[src/rtl/arbiter_pkg.sv]
// Shared arbiter helpers: index-width sizing and one-hot to
// binary conversion used by all arbiter flavours.
package arbiter_pkg;

  localparam int OH_MAX = 256;

  function automatic int clog2_min1(input int n);
    return (n <= 1) ? 1 : $clog2(n);
  endfunction

  // Left-aligned one-hot in, position out; OR of set indices
  // is exact for one-hot and 0 for an all-zero vector.
  function automatic int unsigned onehot_to_idx(
    input logic [0:OH_MAX-1] oh
  );
    int unsigned res;
    res = 0;
    for (int unsigned i = 0; i < OH_MAX; i++)
      if (oh[i]) res = res | i;
    return res;
  endfunction

endpackage

[src/rtl/arbiter_n_if.sv]
// Request/grant bundle between requesters and arbiter_n,
// carrying both the combinational and the registered result.
interface arbiter_n_if
  import arbiter_pkg::*;
#(
  parameter int N  = 4,
  parameter int IW = clog2_min1(N)
);

  logic [0:N-1]  r;
  logic [0:N-1]  g;
  logic          any;
  logic [IW-1:0] idx;
  logic [0:N-1]  g_q;
  logic          any_q;
  logic [IW-1:0] idx_q;

  modport master (
    output r,
    input  g, any, idx,
    input  g_q, any_q, idx_q
  );

  modport slave (
    input  r,
    output g, any, idx,
    output g_q, any_q, idx_q
  );

endinterface

[src/rtl/arb_prio_enc.sv]
// Combinational fixed-priority encoder, bit 0 highest:
// prefix-OR chain gives the grant, then one-hot to index.
module arb_prio_enc
  import arbiter_pkg::*;
#(
  parameter  int N  = 4,
  localparam int IW = clog2_min1(N)
) (
  input  logic [0:N-1]  r,
  output logic [0:N-1]  g,
  output logic          any,
  output logic [IW-1:0] idx
);

  logic [0:N-1]        seen;
  logic [0:OH_MAX-1]   pad;

  // seen[i]: some higher-priority bit j < i is requesting
  always_comb begin
    seen = '0;
    for (int i = 1; i < N; i++)
      seen[i] = seen[i-1] | r[i-1];
  end

  assign g   = r & ~seen;
  assign any = |r;

  always_comb begin
    pad        = '0;
    pad[0:N-1] = g;
  end

  assign idx = IW'(onehot_to_idx(pad));

endmodule

[src/rtl/arbiter_n.sv]
// N-way fixed-priority arbiter with zero-latency grant and
// a registered copy of the same result.
module arbiter_n
  import arbiter_pkg::*;
#(
  parameter  int N  = 4,
  localparam int IW = clog2_min1(N)
) (
  input logic        clk,
  input logic        rst,
  arbiter_n_if.slave bus
);

  logic [0:N-1]  g;
  logic          any;
  logic [IW-1:0] idx;

  arb_prio_enc #(.N(N)) u_enc (
    .r   (bus.r),
    .g   (g),
    .any (any),
    .idx (idx)
  );

  assign bus.g   = g;
  assign bus.any = any;
  assign bus.idx = idx;

  always_ff @(posedge clk) begin
    if (rst) begin
      bus.g_q   <= '0;
      bus.any_q <= 1'b0;
      bus.idx_q <= '0;
    end else begin
      bus.g_q   <= g;
      bus.any_q <= any;
      bus.idx_q <= idx;
    end
  end

endmodule

[src/flat_wrapper.sv]
// flat-port wrapper written by rule: the top's interface ports become plain ports
module arbiter_n_flat import arbiter_pkg::*;
#(
  parameter  int N  = 4,
  localparam int IW = clog2_min1(N)
)
  (clk, rst, bus_r, bus_g, bus_any, bus_idx, bus_g_q, bus_any_q, bus_idx_q);
  arbiter_n_if #(.N(N)) bus_i ();
  input logic clk;
  input logic rst;
  input wire logic [$bits(bus_i.r)-1:0] bus_r;
  output wire logic [$bits(bus_i.g)-1:0] bus_g;
  output wire logic [$bits(bus_i.any)-1:0] bus_any;
  output wire logic [$bits(bus_i.idx)-1:0] bus_idx;
  output wire logic [$bits(bus_i.g_q)-1:0] bus_g_q;
  output wire logic [$bits(bus_i.any_q)-1:0] bus_any_q;
  output wire logic [$bits(bus_i.idx_q)-1:0] bus_idx_q;
  assign bus_i.r = bus_r;
  assign bus_g = bus_i.g;
  assign bus_any = bus_i.any;
  assign bus_idx = bus_i.idx;
  assign bus_g_q = bus_i.g_q;
  assign bus_any_q = bus_i.any_q;
  assign bus_idx_q = bus_i.idx_q;
  arbiter_n #(.N(N)) u_core (.clk(clk), .rst(rst), .bus(bus_i));
endmodule
[config.mk]
export PLATFORM = sky130hd
export DESIGN_NAME = arbiter_n_flat
export DESIGN_NICKNAME = d
export VERILOG_FILES = /design/src/rtl/arbiter_pkg.sv /design/src/rtl/arbiter_n_if.sv /design/src/rtl/arb_prio_enc.sv /design/src/rtl/arbiter_n.sv /design/src/flat_wrapper.sv
export SDC_FILE = /design/constraint.sdc
export NUM_CORES = 1
export LEC_CHECK = 0
export ABC_AREA = 1
export BUFFER_PORTS_ARGS = -buffer_cell sky130_fd_sc_hd__clkbuf_2
export CAP_MARGIN = 30
export CORE_AREA = 5 5 42 44
export DETAILED_ROUTE_END_ITERATION = 16
export DIE_AREA = 0 0 47 49
export HOLD_SLACK_MARGIN = 0.03
export SETUP_SLACK_MARGIN = 0.3
export SYNTH_ARGS = -nofsm -noshare
export SYNTH_HDL_FRONTEND = slang
export SYNTH_SLANG_ARGS = --single-unit
[constraint.sdc]
create_clock -name clk -period 0.8 [get_ports clk]
set_input_delay 0.24 -clock clk [delete_from_list [all_inputs] [get_ports clk]]
set_output_delay 0.24 -clock clk [all_outputs]
set_load 0.005 [all_outputs]
; Word-level counts from Yosys, hierarchy flattened
; Index checks and enable logic that the tools add are counted.
[op_classes]
n_bitwise = 4
mux = 3
reduce_logical = 1
[ops]
columns = operator, count
row1 = $and 4x4->4, 1
row2 = $mux 2, 2
row3 = $not 3->4, 1
row4 = $reduce_or 4->1, 1
row5 = $or 1x1->1, 2
row6 = $mux 1, 1
[totals]
out_inout_bits = 14
input_bits = 6
regBits = 7
wordCells = 11

; Longest topological paths before layout
; Gate-level depths: netlist (run 1).
[logic_depth]
ltp_word = 7
ltp_mapped = 4

; By module
; A second synthesis (run 1) with hierarchy kept.
[hier_totals]
hier_cells = 35
hier_area_um2 = 265.3
[modules_own_cells]
columns = module, area_per_inst_um2, instances, cells_per_inst
row1 = arbiter_n, 192.7, 1, 21
row2 = arb_prio_enc, 72.6, 1, 14

; Worst setup path after synthesis (run 1)
; Ideal clock, no wire load.
[synth_timing]
path_kind = input-to-output
from = input bus_r[2]
to = output bus_idx[0]
slack_ps = -2
arrival_ps = 562
cell_stages = 3
cell_sequence = nor2_4 > nand3_1 > o21ai_0
[synth_via]
elab_chain_len = 5
[synth_lines]
columns = item, line
row1 = start: declaration, flat_wrapper.sv:11  ; input wire logic [$bits(bus_i.r)-1:0] bus_r;
row2 = $or 1x1->1 (2 in a row), arb_prio_enc.sv:22  ; seen[i] = seen[i-1] | r[i-1];
row3 = $not 3->4, arb_prio_enc.sv:25  ; assign g = r & ~seen;
row4 = $and 4x4->4 (*), arb_prio_enc.sv:25
row5 = $mux 2 (*), arbiter_pkg.sv:19  ; if (oh[i]) res = res | i;
row6 = end: declaration, flat_wrapper.sv:14  ; output wire logic [$bits(bus_i.idx)-1:0] bus_idx;
; Every way passes the cells marked *; elsewhere a longest branch is shown, timed or not.

; Worst setup path in the final report (run 1)
; Ends and elaborated chain as after synthesis.

==> results of run 1 <==
==> per-layer routing <==
layer	track usage [%]	share of wire, %	routed length, um	vias to the layer above
met5	0	0	0	-
met4	9.68	2.8	19	0
met3	1.11	14	94	2
met2	10.6	48	331	17
met1	8.39	35	237	128
li1	-	-	-	162
==> where the power goes <==
part	internal, mW	total, mW	switching [mW]
sequential	0.367	0.370	0.00369
combinational	0.100	0.178	0.0774
clock	0.190	0.309	0.119
==> logic make-up (layout without fill, tap and decap cells) <==
| family | count (synthesis) | count (layout) | synth area share [%] |
|---|---|---|---|
| and+or+nand+nor | 12 | 12 | 24.5 |
| buffers and inverters | 10 | 44 | 15.6 |
| DFF | 7 | 7 | 52.8 |
| AOI/OAI and AO/OA | 3 | 3 | 7.07 |
==> metrics by stage <==
| stage | hold slack [ns] | power [mW] | util, % |
|---|---|---|---|
| after floorplan | 0.302 | 0.431 | - |
| final | 0.217 | 0.857 | 40.3 |
| after CTS | 0.202 | 0.874 | 39.2 |
| after detailed placement | 0.473 | 0.532 | 35.0 |
| after global routing | 0.218 | 0.920 | 40.3 |
| after global placement | 0.471 | 0.531 | 35.0 |
==> path summary, 6_finish.rpt <==
check                               end  slack (ns)
worst max-delay path         bus_idx[0]       -0.23
worst min-delay path  u_core.bus.g_q[2]        0.22
==> cell type report <==
class                   count  area, um^2  area share (%)
clock buffers               4        26.3            4.66
inverters                   9        46.3            8.20
repair buffers             31         218            38.6
flip-flops and latches      7         149            26.4
well taps                  16        20.0            3.55
multi-input cells          15         105            18.6
==> cells in the final DEF (no fill, tap or decap), drive strengths merged <==
cell type and instances:
a21oi 1, buf 14, dfxtp 7, nor3 1, nand2 3, clkbuf 21, nor2 6, nand4 1
nand3 1, inv 9, o21ai 2
==> synthesized netlist by cell type <==
| library cell | count | area share, % |
|---|---|---|
| a21oi_1 | 1 | 1.9 |
| buf_4 | 1 | 2.8 |
| dfxtp_1 | 7 | 53 |
| inv_1 | 8 | 11 |
| inv_2 | 1 | 1.4 |
| nand2_1 | 3 | 4.2 |
| nand3_1 | 1 | 1.9 |
| nand4_1 | 1 | 2.4 |
| nor2_1 | 4 | 5.7 |
| nor2_2 | 1 | 2.4 |
| nor2_4 | 1 | 4.2 |
| nor3_2 | 1 | 3.8 |
| o21ai_0 | 1 | 1.9 |
| o21ai_2 | 1 | 3.3 |
==> sequential cells by signal, summed over array words and instances, names as in the netlist <==
signal,count
u_core.bus.idx_q,2
u_core.bus.g_q,4
u_core.bus.any_q,1
==> repair_timing <==
action,in CTS,in global routing
setup buffers,2,1
resized for setup,5,3
setup endpoints to repair,20,20
pin swaps,1,1
==> impl_metrics.csv, run 1 <==
group,metric,value,unit
sta,fin_crit,1.03,ns
sta,period_share,129,%
clocking,clkSinkCount,7,
route,via_count,309,
global_routing,antenna_found_initial,0,
place,place_congestion,0.656,
route,drt_iter0_drc,3,
final_layout,area_growth_syn_to_layout,113,%
min_path,hp-start,"rst",
floorplanning,die_area,2300,um^2
route,drt-total-wl,684,um
sta,setup_tns,-1.80,ns
floorplanning,die_y,49,um
place,io_buffer_count,19,
setup_path,worst_path_max_delay_cell,"nor2_4",
place,dp.cells,75,
global_routing,grt_pass1_wl,1.24,mm
clocking,htree_levels,1,
global_routing,grt_max_degree,6,
setup_path,path_class,"input port to output pin",
setup_path,crit_family,"simple AND/OR/NAND/NOR gates",
final_layout,drive_above_1_share,78.8,%
sta,slew_violations,0,
setup_path,cpPeakStageDelay,0.16,ns
logic_synthesis,yosysUniqueCellTypes,14,
sta,slew_headroom,89.6,%
setup_path,end_kind,"output pin",
final_layout,final_area,564,um^2
min_path,holdCritPathClass,"input port to register",
global_routing,grt_use_total,7.69,%
setup_path,crit_arrival,0.79,ns
route,post_drt_via_cell_ratio,3.77,
setup_path,critPathMaxFanout,5,
power,ir_drop,0.488,mV
final_layout,fillers,148,
global_routing,grt_overflow,0,
logic_synthesis,yosys_warnings,0,
clocking,clock-root-buffer,"clkbuf_4",
sta,setup_viol,15,
min_path,hold_path_depth,2,
route,antenna_left,0,
sta,worst_pin_slew,0.155,ns
logic_synthesis,syn-num-nets,38,
sta,worst_slack,-0.233,ns
setup_path,cp.depth,5,
run_status,status,"complete, but fails checks",
power,p_leak,0.322,nW
setup_path,start_kind,"input port",
logic_synthesis,syn_area,265,um^2
floorplanning,io_pins,20,
setup_path,crit_start,"bus_r[2]",
setup_path,worstPathBufferInverterCount,2,
global_routing,grt_pass1_vias,322,
sta,rsz0062_at_grt,"yes",
place,dpl_cell_area,490,um^2
clocking,clk_pin_slew,0.05,ns
clocking,cts-hold-fix-buffers,0,
final_layout,antenna_cells,0,
floorplanning,core-area,1400,um^2
floorplanning,fp-row-count,14,
floorplanning,start_util,18.9,%
place,dpl_worst_slack,-0.265,ns
route,dr.pass1.iters,4,
setup_path,crit_chain,"buf_8 -> nor2_4 -> nand3_2 -> o21ai_2 -> clkbuf_2",
clocking,numCtsBuffers,3,
logic_synthesis,yosysSeqAreaShare,52.8,%
clocking,clockBufferDepth,2,
setup_path,critPathRequiredTime,0.56,ns
route,drc,0,
power,powerDensity,1520,nW/um^2
final_layout,instances_no_fill,82,
sta,max_freq,0.968,GHz
final_layout,fin_nets,73,
logic_synthesis,synth_seq_cells,7,
clocking,cts_tree,"built",
sta,hold_viol,0,
run_status,violations,"setup timing",
route,wl_per_cell,8.34,um
run,maxCapViolCount,0,
place,hpwlAfterDp,562,um
logic_synthesis,synthesis.instances,32,
logic_synthesis,avgSynthCellArea,8.29,um^2
floorplanning,die_w,47,um
Power figures use the tool's default switching activity.
==> run 2: changes to the inputs <==
Settings changed: CTS_BUF_LIST from default to sky130_fd_sc_hd__clkbuf_4, CTS_CLUSTER_SIZE from default to 40.
==> impl_metrics.csv, run 2 (synthesis results as in run 1) <==
group,metric,value,unit
run_status,status,"complete, but fails checks",
run_status,violations,"setup timing",
power,clockPowerShare,38.6,%
place,place_congestion,0.656,
floorplanning,fp-row-count,14,
route,via_count,308,
global_routing,grt_max_degree,6,
sta,setup_viol,15,
setup_path,start_kind,"input port",
final_layout,largest_reg_flops,4,
clocking,clkSinkCount,7,
floorplanning,io_pins,20,
setup_path,crit_end,"bus_idx[0]",
setup_path,worst_path_max_delay_cell,"nor2_4",
clocking,htree_levels,1,
final_layout,fillers,148,
final_layout,final_common_cell,"clkbuf_2",
clocking,clock-root-buffer,"clkbuf_4",
route,drt_iter0_drc,3,
floorplanning,start_util,18.9,%
final_layout,multi_input_area,105,um^2
place,dpl_worst_slack,-0.265,ns
clocking,clk_pin_slew,0.05,ns
power,p_sw,0.202,mW
route,dr.pass1.iters,3,
route,antenna_left,0,
final_layout,instances_no_fill,82,
floorplanning,die_y,49,um
setup_path,critPathRequiredTime,0.56,ns
sta,setup_tns,-1.80,ns
setup_path,cpPeakStageDelay,0.16,ns
run,maxCapViolCount,0,
power,swShare,22.7,%
min_path,holdCritPathClass,"input port to register",
sta,slew_headroom,89.6,%
final_layout,layout_common_cells,"clkbuf_2, buf_4, inv_1, dfxtp_2, clkbuf_4",
power,ir_drop,0.528,mV
final_layout,antenna_cells,0,
setup_path,end_kind,"output pin",
sta,rsz0062_at_grt,"yes",
setup_path,crit_start,"bus_r[2]",
power,total_power,0.893,mW
sta,slew_violations,0,
clocking,clockBufferDepth,2,
floorplanning,core-area,1400,um^2
final_layout,drive_above_1_share,80.3,%
route,drc,0,
global_routing,grt_use_total,7.55,%
setup_path,crit_chain,"buf_8 -> nor2_4 -> nand3_2 -> o21ai_2 -> clkbuf_2",
route,drt-total-wl,685,um
route,post_drt_via_cell_ratio,3.76,
clocking,cts_tree,"built",
sta,max_freq,0.968,GHz
sta,holdWs,0.216,ns
sta,worst_pin_slew,0.155,ns
final_layout,fin_nets,73,
power,seqPwrFrac,41.5,%
place,hpwlAfterDp,562,um
power,p_leak,0.325,nW
global_routing,grt_pass1_wl,1.22,mm
clocking,numCtsBuffers,3,
setup_path,path_class,"input port to output pin",
global_routing,grt_pass1_vias,324,
power,powerDensity,1570,nW/um^2
setup_path,crit_arrival,0.79,ns
power,power_frac_comb,19.9,%
place,dp.cells,75,
final_layout,ff_latch_area,149,um^2
floorplanning,die_w,47,um
final_layout,area_growth_syn_to_layout,114,%
sta,worst_slack,-0.233,ns
global_routing,antenna_found_initial,0,
global_routing,grt_overflow,0,
final_layout,regMostFlops,"u_core.bus.g_q",
floorplanning,die_area,2300,um^2
power,p_int,0.691,mW
clocking,cts-hold-fix-buffers,0,
sta,period_share,129,%
route,wl_per_cell,8.35,um
final_layout,top_regs,"u_core.bus.g_q (4), u_core.bus.idx_q (2), u_core.bus.any_q (1)",
place,io_buffer_count,19,
sta,hold_viol,0,
setup_path,critPathMaxFanout,5,
sta,fin_crit,1.03,ns
-- run 2: cell counts in the layout (fill, tap and decap cells not counted) --
No cell type changed its count.
-- run 2: repair_timing --
item	4_1_cts	5_1_grt
pin swaps	1	1
setup endpoints to repair	20	20
buffers inserted	2	1
gates resized for setup	5	3
-- run 2: metrics by stage --
step | area (um^2) | utilization, %
finish | 568 | 40.5
floorplan | 307 | -
global route | 568 | 40.5
global placement | 490 | 35.0
detailed placement | 490 | 35.0
CTS | 553 | 39.5
-- run 2: cell type report --
| type | instances | share of cell area (%) |
|---|---|---|
| Inverter | 9 | 8.15 |
| Multi-Input combinational cell | 15 | 18.5 |
| Timing Repair Buffer | 31 | 38.3 |
| Sequential cell | 7 | 26.2 |
| Tap cell | 16 | 3.52 |
| Clock buffer | 4 | 5.29 |
-- run 2: worst min path at each step --
stage,cells past startpoint,slack (ns),end,startpoint
floorplan,1,0.30,u_core.bus.any_q,rst
global placement,2,0.47,u_core.bus.g_q[2],rst
detailed placement,2,0.47,u_core.bus.g_q[2],rst
CTS,2,0.20,u_core.bus.g_q[2],rst
global route,2,0.22,u_core.bus.g_q[2],rst
finish,2,0.22,u_core.bus.g_q[2],rst
-- run 2: metal layers --
layer	share of wire, %	track usage (%)
met2	47	10.2
met1	36	8.39
met5	0	0
met3	14	1.11
met4	2.8	9.68
-- run 2: power by group through the flow --
stage / Sequential [mW] / Clock (mW) / Combinational [mW]
after floorplan: 0.379 / 0 / 0.0517
after global placement: 0.377 / 0 / 0.154
after detailed placement: 0.377 / 0 / 0.156
after CTS: 0.369 / 0.368 / 0.172
after global routing: 0.371 / 0.388 / 0.194
final: 0.370 / 0.345 / 0.178
-- run 2: critical path: cells and delay by family --
| family | cells | cell delay (ns) |
|---|---|---|
| buffers and inverters | 2 | 0.22 |
| and+or+nand+nor | 2 | 0.26 |
| AOI/OAI and AO/OA | 1 | 0.07 |
